`src/rtl/ysyx_23060208_bus_pkg.sv`:
```
// Shared constants for the memory-port arbiter:
// FSM state encoding and master indices.
package ysyx_23060208_bus_pkg;

   typedef enum logic [1:0] {
      IDLE = 2'd0,
      REQ  = 2'd1,
      WAIT = 2'd2
   } state_t;

   localparam logic M_IFU = 1'b0;
   localparam logic M_LSU = 1'b1;

endpackage

```
`src/rtl/ysyx_23060208_rr_arb2.sv`:
```
// Two-way combinational round-robin picker;
// on a tie the master that did not win last time is granted.
module ysyx_23060208_rr_arb2
   import ysyx_23060208_bus_pkg::*;
(
   input  logic [1:0] req,
   input  logic       last_grant,
   output logic [1:0] gnt
);

   always_comb begin
      gnt = 2'b00;
      if (&req) begin
         gnt = (last_grant == M_LSU) ? 2'b01 : 2'b10;
      end else begin
         gnt = req;
      end
   end

endmodule

```
`src/rtl/ysyx_23060208_mem_arbiter.sv`:
```
// IFU/LSU arbiter for the single memory port,
// one outstanding transaction, response routed to its owner.
module ysyx_23060208_mem_arbiter
   import ysyx_23060208_bus_pkg::*;
#(
   parameter int ADDR_WIDTH = 32,
   parameter int DATA_WIDTH = 32
) (
   input  logic                    clk,
   input  logic                    rst,
   input  logic                    m0_req_valid,
   output logic                    m0_req_ready,
   input  logic                    m0_req_wen,
   input  logic [ADDR_WIDTH-1:0]   m0_req_addr,
   input  logic [DATA_WIDTH-1:0]   m0_req_wdata,
   input  logic [DATA_WIDTH/8-1:0] m0_req_wstrb,
   output logic                    m0_resp_valid,
   input  logic                    m0_resp_ready,
   output logic [DATA_WIDTH-1:0]   m0_resp_rdata,
   input  logic                    m1_req_valid,
   output logic                    m1_req_ready,
   input  logic                    m1_req_wen,
   input  logic [ADDR_WIDTH-1:0]   m1_req_addr,
   input  logic [DATA_WIDTH-1:0]   m1_req_wdata,
   input  logic [DATA_WIDTH/8-1:0] m1_req_wstrb,
   output logic                    m1_resp_valid,
   input  logic                    m1_resp_ready,
   output logic [DATA_WIDTH-1:0]   m1_resp_rdata,
   output logic                    s_req_valid,
   input  logic                    s_req_ready,
   output logic                    s_req_wen,
   output logic [ADDR_WIDTH-1:0]   s_req_addr,
   output logic [DATA_WIDTH-1:0]   s_req_wdata,
   output logic [DATA_WIDTH/8-1:0] s_req_wstrb,
   input  logic                    s_resp_valid,
   output logic                    s_resp_ready,
   input  logic [DATA_WIDTH-1:0]   s_resp_rdata
);

   localparam int STRB_W = DATA_WIDTH / 8;

   state_t              state;
   state_t              state_nxt;
   logic                owner;
   logic                last_grant;
   logic [1:0]          gnt;
   logic                accept;
   logic                sel;
   logic                wen_q;
   logic [ADDR_WIDTH-1:0] addr_q;
   logic [DATA_WIDTH-1:0] wdata_q;
   logic [STRB_W-1:0]   wstrb_q;

   ysyx_23060208_rr_arb2 u_arb (
      .req        ({m1_req_valid, m0_req_valid}),
      .last_grant (last_grant),
      .gnt        (gnt)
   );

   assign accept = (state == IDLE) && (|gnt);
   assign sel    = gnt[1];

   always_ff @(posedge clk or posedge rst) begin
      if (rst) begin
         state      <= IDLE;
         owner      <= M_IFU;
         last_grant <= M_LSU;
         wen_q      <= 1'b0;
         addr_q     <= '0;
         wdata_q    <= '0;
         wstrb_q    <= '0;
      end else begin
         state <= state_nxt;
         if (accept) begin
            owner      <= sel;
            last_grant <= sel;
            wen_q      <= sel ? m1_req_wen   : m0_req_wen;
            addr_q     <= sel ? m1_req_addr  : m0_req_addr;
            wdata_q    <= sel ? m1_req_wdata : m0_req_wdata;
            wstrb_q    <= sel ? m1_req_wstrb : m0_req_wstrb;
         end
      end
   end

   assign s_req_wen   = wen_q;
   assign s_req_addr  = addr_q;
   assign s_req_wdata = wdata_q;
   assign s_req_wstrb = wstrb_q;

   always_comb begin
      state_nxt     = state;
      m0_req_ready  = 1'b0;
      m1_req_ready  = 1'b0;
      s_req_valid   = 1'b0;
      s_resp_ready  = 1'b0;
      m0_resp_valid = 1'b0;
      m1_resp_valid = 1'b0;
      m0_resp_rdata = '0;
      m1_resp_rdata = '0;
      unique case (state)
         IDLE: begin
            m0_req_ready = gnt[0];
            m1_req_ready = gnt[1];
            if (accept) state_nxt = REQ;
         end
         REQ: begin
            s_req_valid = 1'b1;
            if (s_req_ready) state_nxt = WAIT;
         end
         WAIT: begin
            if (owner == M_LSU) begin
               m1_resp_valid = s_resp_valid;
               m1_resp_rdata = s_resp_rdata;
               s_resp_ready  = m1_resp_ready;
            end else begin
               m0_resp_valid = s_resp_valid;
               m0_resp_rdata = s_resp_rdata;
               s_resp_ready  = m0_resp_ready;
            end
            if (s_resp_valid && s_resp_ready) state_nxt = IDLE;
         end
         default: state_nxt = IDLE;
      endcase
   end

endmodule

```
`config.mk`:
```
export PLATFORM = sky130hd
export DESIGN_NAME = ysyx_23060208_mem_arbiter
export DESIGN_NICKNAME = d
export VERILOG_FILES = /design/src/rtl/ysyx_23060208_bus_pkg.sv /design/src/rtl/ysyx_23060208_rr_arb2.sv /design/src/rtl/ysyx_23060208_mem_arbiter.sv
export SDC_FILE = /design/constraint.sdc
export NUM_CORES = 1
export LEC_CHECK = 0
export CAP_MARGIN = 20
export CORE_AREA = 2 2 124 126
export CTS_CLUSTER_DIAMETER = 120
export DETAILED_ROUTE_END_ITERATION = 6
export DIE_AREA = 0 0 126 128
export DONT_BUFFER_PORTS = 1
export PLACE_DENSITY_LB_ADDON = 0.15
export SETUP_SLACK_MARGIN = 0.1
export SLEW_MARGIN = 20
export SYNTH_ARGS = -nofsm -noshare
export SYNTH_HDL_FRONTEND = slang
export SYNTH_SLANG_ARGS = --single-unit
```
`constraint.sdc`:
```
create_clock -name clk -period 2.9 [get_ports clk]
set_input_delay 0.58 -clock clk [delete_from_list [all_inputs] [get_ports clk]]
set_output_delay 0.58 -clock clk [all_outputs]
set_load 0.1 [all_outputs]
```
# Word-level counts from Yosys, hierarchy flattened
# Index checks and enable logic that the tools add are counted.
[op_classes]
eq_ne = 5
n_mux = 24
n_reduce_logical = 6
[ops]
columns = ["cell", "n"]
rows = [
  ["$mux W32", 6],
  ["$mux W1", 11],
  ["$mux W2", 5],
  ["$ne A2 B2 Y1 const B", 3],
  ["$pmux W2 S3", 1],
  ["$mux W4", 1],
  ["$reduce_and A3 Y1", 1],
  ["$eq A2 B1 Y1 const B", 1],
  ["$eq A2 B2 Y1 const B", 1],
  ["$logic_and A1 B1 Y1", 2],
  ["$logic_not A2 Y1", 1],
  ["$reduce_and A2 Y1", 1],
  ["$reduce_or A2 Y1", 1],
]
[totals]
ff_bits = 73
out_inout_bits = 139
elab_cells = 42

# Depth between registers and ports, before layout
# Gate-level depths: netlist of run 1.
[logic_depth]
ltp_word = 6
mapped_depth = 4
depth_no_buf = 4

# Modules after synthesis
# From an unflattened synthesis of run 1, not the netlist that was laid out.
[hier_totals]
cells_unflattened = 322
hier_area_um2 = 4400.5
[by_module_without_submodules]
columns = ["mod", "instances", "cells_per_inst", "area_each_um2", "seq_area_each_um2"]
rows = [
  ["ysyx_23060208_mem_arbiter", 1, 319, 4381.7, 1828.0],
  ["ysyx_23060208_rr_arb2", 1, 3, 18.8, 0.0],
]

# Worst setup path before layout of run 1
# OpenSTA, ideal clock, no wires.
[synth_path]
kind = "input to output"
from = "input port m1_resp_ready"
to = "output port s_resp_ready"
arrival_ns = 1.905
required_ns = 2.320
slack_ns = 0.415
stages = 2
n_path_buf = 0
cell_sequence = "mux2i_1 > nor2_1"
[synth_between]
elab_chain_len = 3
[synth_lines]
columns = ["item", "line", "rtl"]
rows = [
  ["from (decl)", "ysyx_23060208_mem_arbiter.sv:27", "input logic m1_resp_ready,"],
  ["$mux W1", "ysyx_23060208_mem_arbiter.sv:111", "if (owner == M_LSU) begin"],
  ["$mux W1 (2 in series)", "ysyx_23060208_mem_arbiter.sv:100", "unique case (state)"],
  ["to (decl)", "ysyx_23060208_mem_arbiter.sv:36", "output logic s_resp_ready,"],
]
# No other way between the ends. The select of a mux whose other input is x is not followed.

# Worst setup path after layout of run 1
[layout_path]
from = "register state[0]"
to = "output port m1_resp_rdata[3]"
[layout_between]
elab_chain_len = 2
[layout_lines]
columns = ["item", "line", "rtl"]
rows = [
  ["from (decl)", "ysyx_23060208_mem_arbiter.sv:42", "state_t state;"],
  ["from (signal assigned)", "ysyx_23060208_mem_arbiter.sv:73", "state <= state_nxt;"],
  ["$eq A2 B2 Y1", "ysyx_23060208_mem_arbiter.sv:100", ""],
  ["$mux W32", "ysyx_23060208_mem_arbiter.sv:100", ""],
  ["to (decl)", "ysyx_23060208_mem_arbiter.sv:28", "output logic [DATA_WIDTH-1:0] m1_resp_rdata,"],
]
# No other way between the ends.

==> impl_metrics.env, run 1 <==
export IMPL_gp_congestion=0.7754
export IMPL_crit_arrival_ns=1.75
export IMPL_synth_mux_area_share_pct=38.51
export IMPL_antenna_found_initial=0
export IMPL_yosys_warnings=0
export IMPL_synthAdderAreaFrac_pct=0
export IMPL_rsz0062_at_grt="false"
export IMPL_drtIter0Drc=72
export IMPL_end_kind="output port"
export IMPL_yosysTopAreaCellShare_pct=44.36
export IMPL_post_place_ws_ns=0.8021
export IMPL_ys_top_cells_by_area="dfrtp_1 44%, mux2_2 35%, and2_1 10%, mux2_1 3.6%, buf_6 1.9%"
export IMPL_synthSimpleGateAreaFrac_pct=11.55
export IMPL_die_area_mm2=0.01613
export IMPL_cts_setup_buffers=0
export IMPL_synth_edf_count=0
export IMPL_final_nets=565
export IMPL_hold_buffers=0
export IMPL_synth_xor_area_share_pct=0
export IMPL_post_route_min_period_ns=2.326
export IMPL_ios=317
export IMPL_cts_buffer_depth=2
export IMPL_drv_slew=0
export IMPL_syn_to_final_growth_pct=45.72
export IMPL_synth_top_family_by_area="multiplexers"
export IMPL_grt_total_usage_pct=14.48
export IMPL_finalSetupViolCount=0
export IMPL_synth_cell_type_count=21
export IMPL_required_ns=2.32
export IMPL_worstSetupStartpointType="register"
export IMPL_first_pass_iters=4
export IMPL_synth_area_mm2=0.004061
export IMPL_overflow=0
export IMPL_cts_resized=0
export IMPL_synth_common_cells="125 x mux2_2, 72 x dfrtp_1, 67 x and2_1"
export IMPL_antenna_cells=0
export IMPL_dpl_cell_area_mm2=0.005603
export IMPL_drive_above_1_share_pct=56.78
export IMPL_cts_tree="done"
export IMPL_wl_per_cell_um=20.96
export IMPL_antenna_left=0
export IMPL_num_fill_cells=1397
export IMPL_die_x_um=126
export IMPL_cts_clk_slew_worst_paths_ns=0.06
export IMPL_ff2ff_setup_slack_ns=1.26
export IMPL_initial_core_util_pct=27.32
export IMPL_syn_instance_count=319
export IMPL_ys_ff_latch=73
export IMPL_fp_row_count=45
export IMPL_worst_slack_ns=0.5742
export IMPL_clock_latency_ns=0.33
export IMPL_synth_compound_area_share_pct=1.294
export IMPL_grt_pass1_vias=2796
export IMPL_fin_skew_ns=0.01103
export IMPL_fmax_mhz=430.0
export IMPL_wl_um=12130
export IMPL_post_synth_top_count_cell="mux2_2"
export IMPL_crit_fanout=33
export IMPL_syn_num_nets=497
export IMPL_min_path_type="input pin to async pin"
export IMPL_htreeDepth=3
export IMPL_dr_total_vias=2720
export IMPL_viasPerCell=4.698
export IMPL_die_h_um=128
export IMPL_tns_ns=0
export IMPL_critPathKind="register to output port"
export IMPL_ys_seq_area_share_pct=45.01
export IMPL_coreArea_mm2=0.01486
export IMPL_numCtsBuffers=9
export IMPL_dp_hpwl_um=9980
export IMPL_syn_area_per_cell_um2=12.73
export IMPL_drc=0
export IMPL_maxSlewHeadroom_pct=37.52
export IMPL_tightest_slew_ns=0.9373
export IMPL_place_port_buffers=0
export IMPL_grt_max_degree=55
export IMPL_drv_cap=0
export IMPL_root_buffer="clkbuf_16"
export IMPL_fin_crit_sh_pct=80.20
export IMPL_fin_area_mm2=0.005918
export IMPL_grt_first_pass_wirelength_um=17470
export IMPL_ys_async_sr_fraction_pct=100.0
export IMPL_final_util_pct=39.81
export IMPL_hold_viol=0
export IMPL_yosys_most_used_dff="dfrtp_1"
export IMPL_synth_top_area_cell="dfrtp_1"
export IMPL_outcome="complete, no violations"
export IMPL_cts_sinks=73
path summary, 6_finish.rpt:
path,depth (start not counted),start,to
min in group clk,1,m0_req_valid,last_grant$_DFFE_PP1P_
min,1,rst,s_req_wdata[10]$_DFFE_PP0P_
max reg2reg,4,last_grant$_DFFE_PP1P_,s_req_wdata[18]$_DFFE_PP0P_
max,5,state[0]$_DFFE_PP0P_,m1_resp_rdata[3]
max in group asynchronous,2,rst,last_grant$_DFFE_PP1P_
min reg2reg,1,last_grant$_DFFE_PP1P_,last_grant$_DFFE_PP1P_
worst max-delay path, cell delays in order, from the launching register on:
cell      delay, ns
dfrtp_1        0.38
nand2b_1       0.20
nor2_1         0.11
buf_4          0.29
and2_1         0.25
buf_12         0.19
sequential cells by signal (all words and copies together), names as in the netlist:
name         cells
s_req_wen        1
owner            1
s_req_wdata     32
state            2
s_req_wstrb      4
last_grant       1
s_req_addr      32
cell type report:
| cell class | count | area, um2 | area share, % |
|---|---|---|---|
| Multi-Input combinational cell | 223 | 2100 | 35.48 |
| Sequential cell | 73 | 1828 | 30.89 |
| Timing Repair Buffer | 77 | 1429 | 24.14 |
| Tap cell | 188 | 235.2 | 3.975 |
| Clock buffer | 9 | 225.2 | 3.805 |
| Clock inverter | 6 | 90.09 | 1.522 |
| Inverter | 3 | 11.26 | 0.1903 |
kinds of logic after synthesis:
logic type      Yosys count
compound gates            7
flops                    73
mux                     139
simple gates             77
buf+inv                  23
metal layers:
layer,wire [um],GRT usage (%)
met1,4261,15.26
met2,6556,26.57
met3,1184,6.010
met4,131,4.008
met5,0,0
through the flow:
step | hold WS, ns | instances
2_1_floorplan | 0.5254 | 319
3_3_place_gp | 0.5414 | 564
3_5_place_dp | 0.5461 | 564
4_1_cts | 0.2042 | 579
5_1_grt | 0.2324 | 579
6_report | 0.2025 | 579
cells in the final DEF, fill, tap and decap left out:
cell type and n:
nor2b_1 1, bufinv_16 2, dfrtp_1 72, inv_6 2, buf_4 9, o21ai_4 1
and3_1 1, nand2b_1 3, dfstp_2 1, clkinvlp_4 1, nand2_1 1, mux2_1 13
mux2_2 125, a21boi_4 1, nor2_1 3, a21oi_1 1, clkinv_2 1, mux2i_1 1
buf_12 68, inv_2 1, clkbuf_16 9, o21bai_1 1, inv_1 2, o21ai_0 2
nor2_2 1, a31oi_1 1, and2_1 67
Power of run 1 is not shown: default switching activity piles up to over one toggle a cycle in this logic, so the estimate is an artifact.
==> inputs of run 2 (changes only) <==
==> constraint.sdc (replaced) <==
create_clock -name clk -period 1.95 [get_ports clk]
set_input_delay 0.39 -clock clk [delete_from_list [all_inputs] [get_ports clk]]
set_output_delay 0.39 -clock clk [all_outputs]
set_load 0.1 [all_outputs]
==> run 2 against run 1 <==
  * The run now ends with setup timing left
  * Register-to-register slack lost 1.1 ns
  * Setup slack got worse by 0.59 ns
  * First-iteration DRC count decreased by 11%
  * Sequential share of layout area shrank 1.9 points
  * Final area is 6.6% higher
  * Die area did not move
  * Critical path depth did not move
  * Critical endpoint is now m0_resp_rdata[4]
  * Largest cell class unchanged
==> impl_metrics.env, run 2 (synthesized netlist as in run 1, its figures left out) <==
export IMPL_crit_fanout=15
export IMPL_antenna_cells=0
export IMPL_wl_um=12410
export IMPL_critPathBufInv=2
export IMPL_required_ns=1.56
export IMPL_drc=0
export IMPL_layout_commonest_cell="mux2_2"
export IMPL_syn_to_final_growth_pct=55.39
export IMPL_drv_cap=0
export IMPL_final_util_pct=42.46
export IMPL_numCtsBuffers=9
export IMPL_ios=317
export IMPL_fmax_mhz=508.7
export IMPL_fin_crit_sh_pct=100.8
export IMPL_drtIter0Drc=64
export IMPL_worstSetupStartpointType="register"
export IMPL_cp_slowest_cell="dfrtp_1"
export IMPL_initial_core_util_pct=27.32
export IMPL_cts_tree="done"
export IMPL_critPathKind="register to output port"
export IMPL_rsz0062_at_grt="true"
export IMPL_cpPeakStageDelay_ns=0.39
export IMPL_die_x_um=126
export IMPL_dr_total_vias=2778
export IMPL_cts_sinks=73
export IMPL_grt_max_degree=74
export IMPL_tightest_slew_ns=0.9613
export IMPL_antenna_found_initial=0
export IMPL_worst_slack_ns=-0.01570
export IMPL_drv_slew=0
export IMPL_gp_congestion=0.7720
export IMPL_cts_buffer_depth=2
export IMPL_overflow=0
export IMPL_stdcell_count=592
export IMPL_layout_common_cells="125 x mux2_2, 72 x buf_12, 71 x dfrtp_1, 42 x and2_2, 25 x and2_4"
export IMPL_die_h_um=128
export IMPL_coreArea_mm2=0.01486
export IMPL_grt_first_pass_wirelength_um=17060
export IMPL_maxSlewHeadroom_pct=35.91
export IMPL_min_path_type="input pin to async pin"
export IMPL_cts_clk_slew_worst_paths_ns=0.06
export IMPL_dp_cells=566
export IMPL_violations="setup timing"
export IMPL_post_route_min_period_ns=1.966
export IMPL_fp_row_count=45
export IMPL_htreeDepth=3
export IMPL_place_port_buffers=0
export IMPL_wl_per_cell_um=20.95
export IMPL_die_area_mm2=0.01613
export IMPL_hold_viol=0
export IMPL_clock_latency_ns=0.33
export IMPL_crit_path_cell_trace="nand2b_4 > nor2_4 > buf_6 > and2_2 > buf_12"
export IMPL_final_nets=577
export IMPL_dp_hpwl_um=9257
export IMPL_viasPerCell=4.693
export IMPL_grt_total_usage_pct=14.09
export IMPL_end_kind="output port"
export IMPL_critPathTopFamily="simple AND/OR/NAND/NOR gates"
export IMPL_outcome="complete, but fails checks"
export IMPL_fin_skew_ns=0.005816
export IMPL_crit_arrival_ns=1.58
export IMPL_root_buffer="clkbuf_16"
export IMPL_grt_pass1_vias=2794
export IMPL_antenna_left=0
export IMPL_first_pass_iters=4
export IMPL_finalSetupViolCount=24
export IMPL_drive_above_1_share_pct=76.24
run 2: worst reg2reg max path, delay by kind of cell (launching register included):
kind | cells | cell delay [ns]
multiplexers | 2 | 0.70
buffers and inverters | 2 | 0.40
flip-flops | 1 | 0.39
AO/OA/AOI/OAI | 1 | 0.18
run 2: metrics by stage:
step	setup WS, ns	hold slack, ns	area, um2	setup TNS (ns)
after CTS	-0.03446	0.05008	6248	-0.6681
after floorplan	0.08265	0.4600	4159	0
after global routing	-0.09046	0.06997	6311	-3.635
after detailed placement	0.2271	0.4080	5763	0
after global placement	0.2749	0.4072	5763	0
final	-0.01570	0.04287	6311	-0.1590
run 2: layout make-up:
type,instances,area (um2)
fillers,1371,8553
multi-input cells,223,2257
flip-flops and latches,73,1829
repair buffers,89,1653
well taps,188,235.2
clock buffers,10,229.0
clock inverters,6,92.59
inverters,3,15.01
run 2: what timing repair did:
| action | CTS | global route |
|---|---|---|
| endpoints found under the setup margin | 68 | 70 |
| buffers inserted | 5 | 2 |
| pin swaps | 10 | 7 |
| cloned | 2 | 1 |
| hold buffers | 0 | 0 |
| gates resized for setup | 34 | 12 |
run 2: final timing paths:
check	startpoint	to	slack (ns)	cells after the start
min reg2reg	last_grant$_DFFE_PP1P_	last_grant$_DFFE_PP1P_	0.66	3
min in group clk	m0_req_valid	last_grant$_DFFE_PP1P_	0.13	1
max	state[0]$_DFFE_PP0P_	m0_resp_rdata[4]	-0.02	5
min	rst	s_req_addr[5]$_DFFE_PP0P_	0.04	2
max in group asynchronous	rst	last_grant$_DFFE_PP1P_	1.57	2
max reg2reg	last_grant$_DFFE_PP1P_	s_req_wdata[22]$_DFFE_PP0P_	0.18	5
run 2: per-layer routing:
metal	global-route usage [%]	wire, um	share of wire (%)	up-vias
met3	6.052	1376	11	7
met2	24.86	6379	51	190
li1	-	-	-	1255
met4	4.331	121	0.98	0
met5	0	0	0	-
met1	15.35	4528	37	1326
Power of run 2 is left out for the same reason.
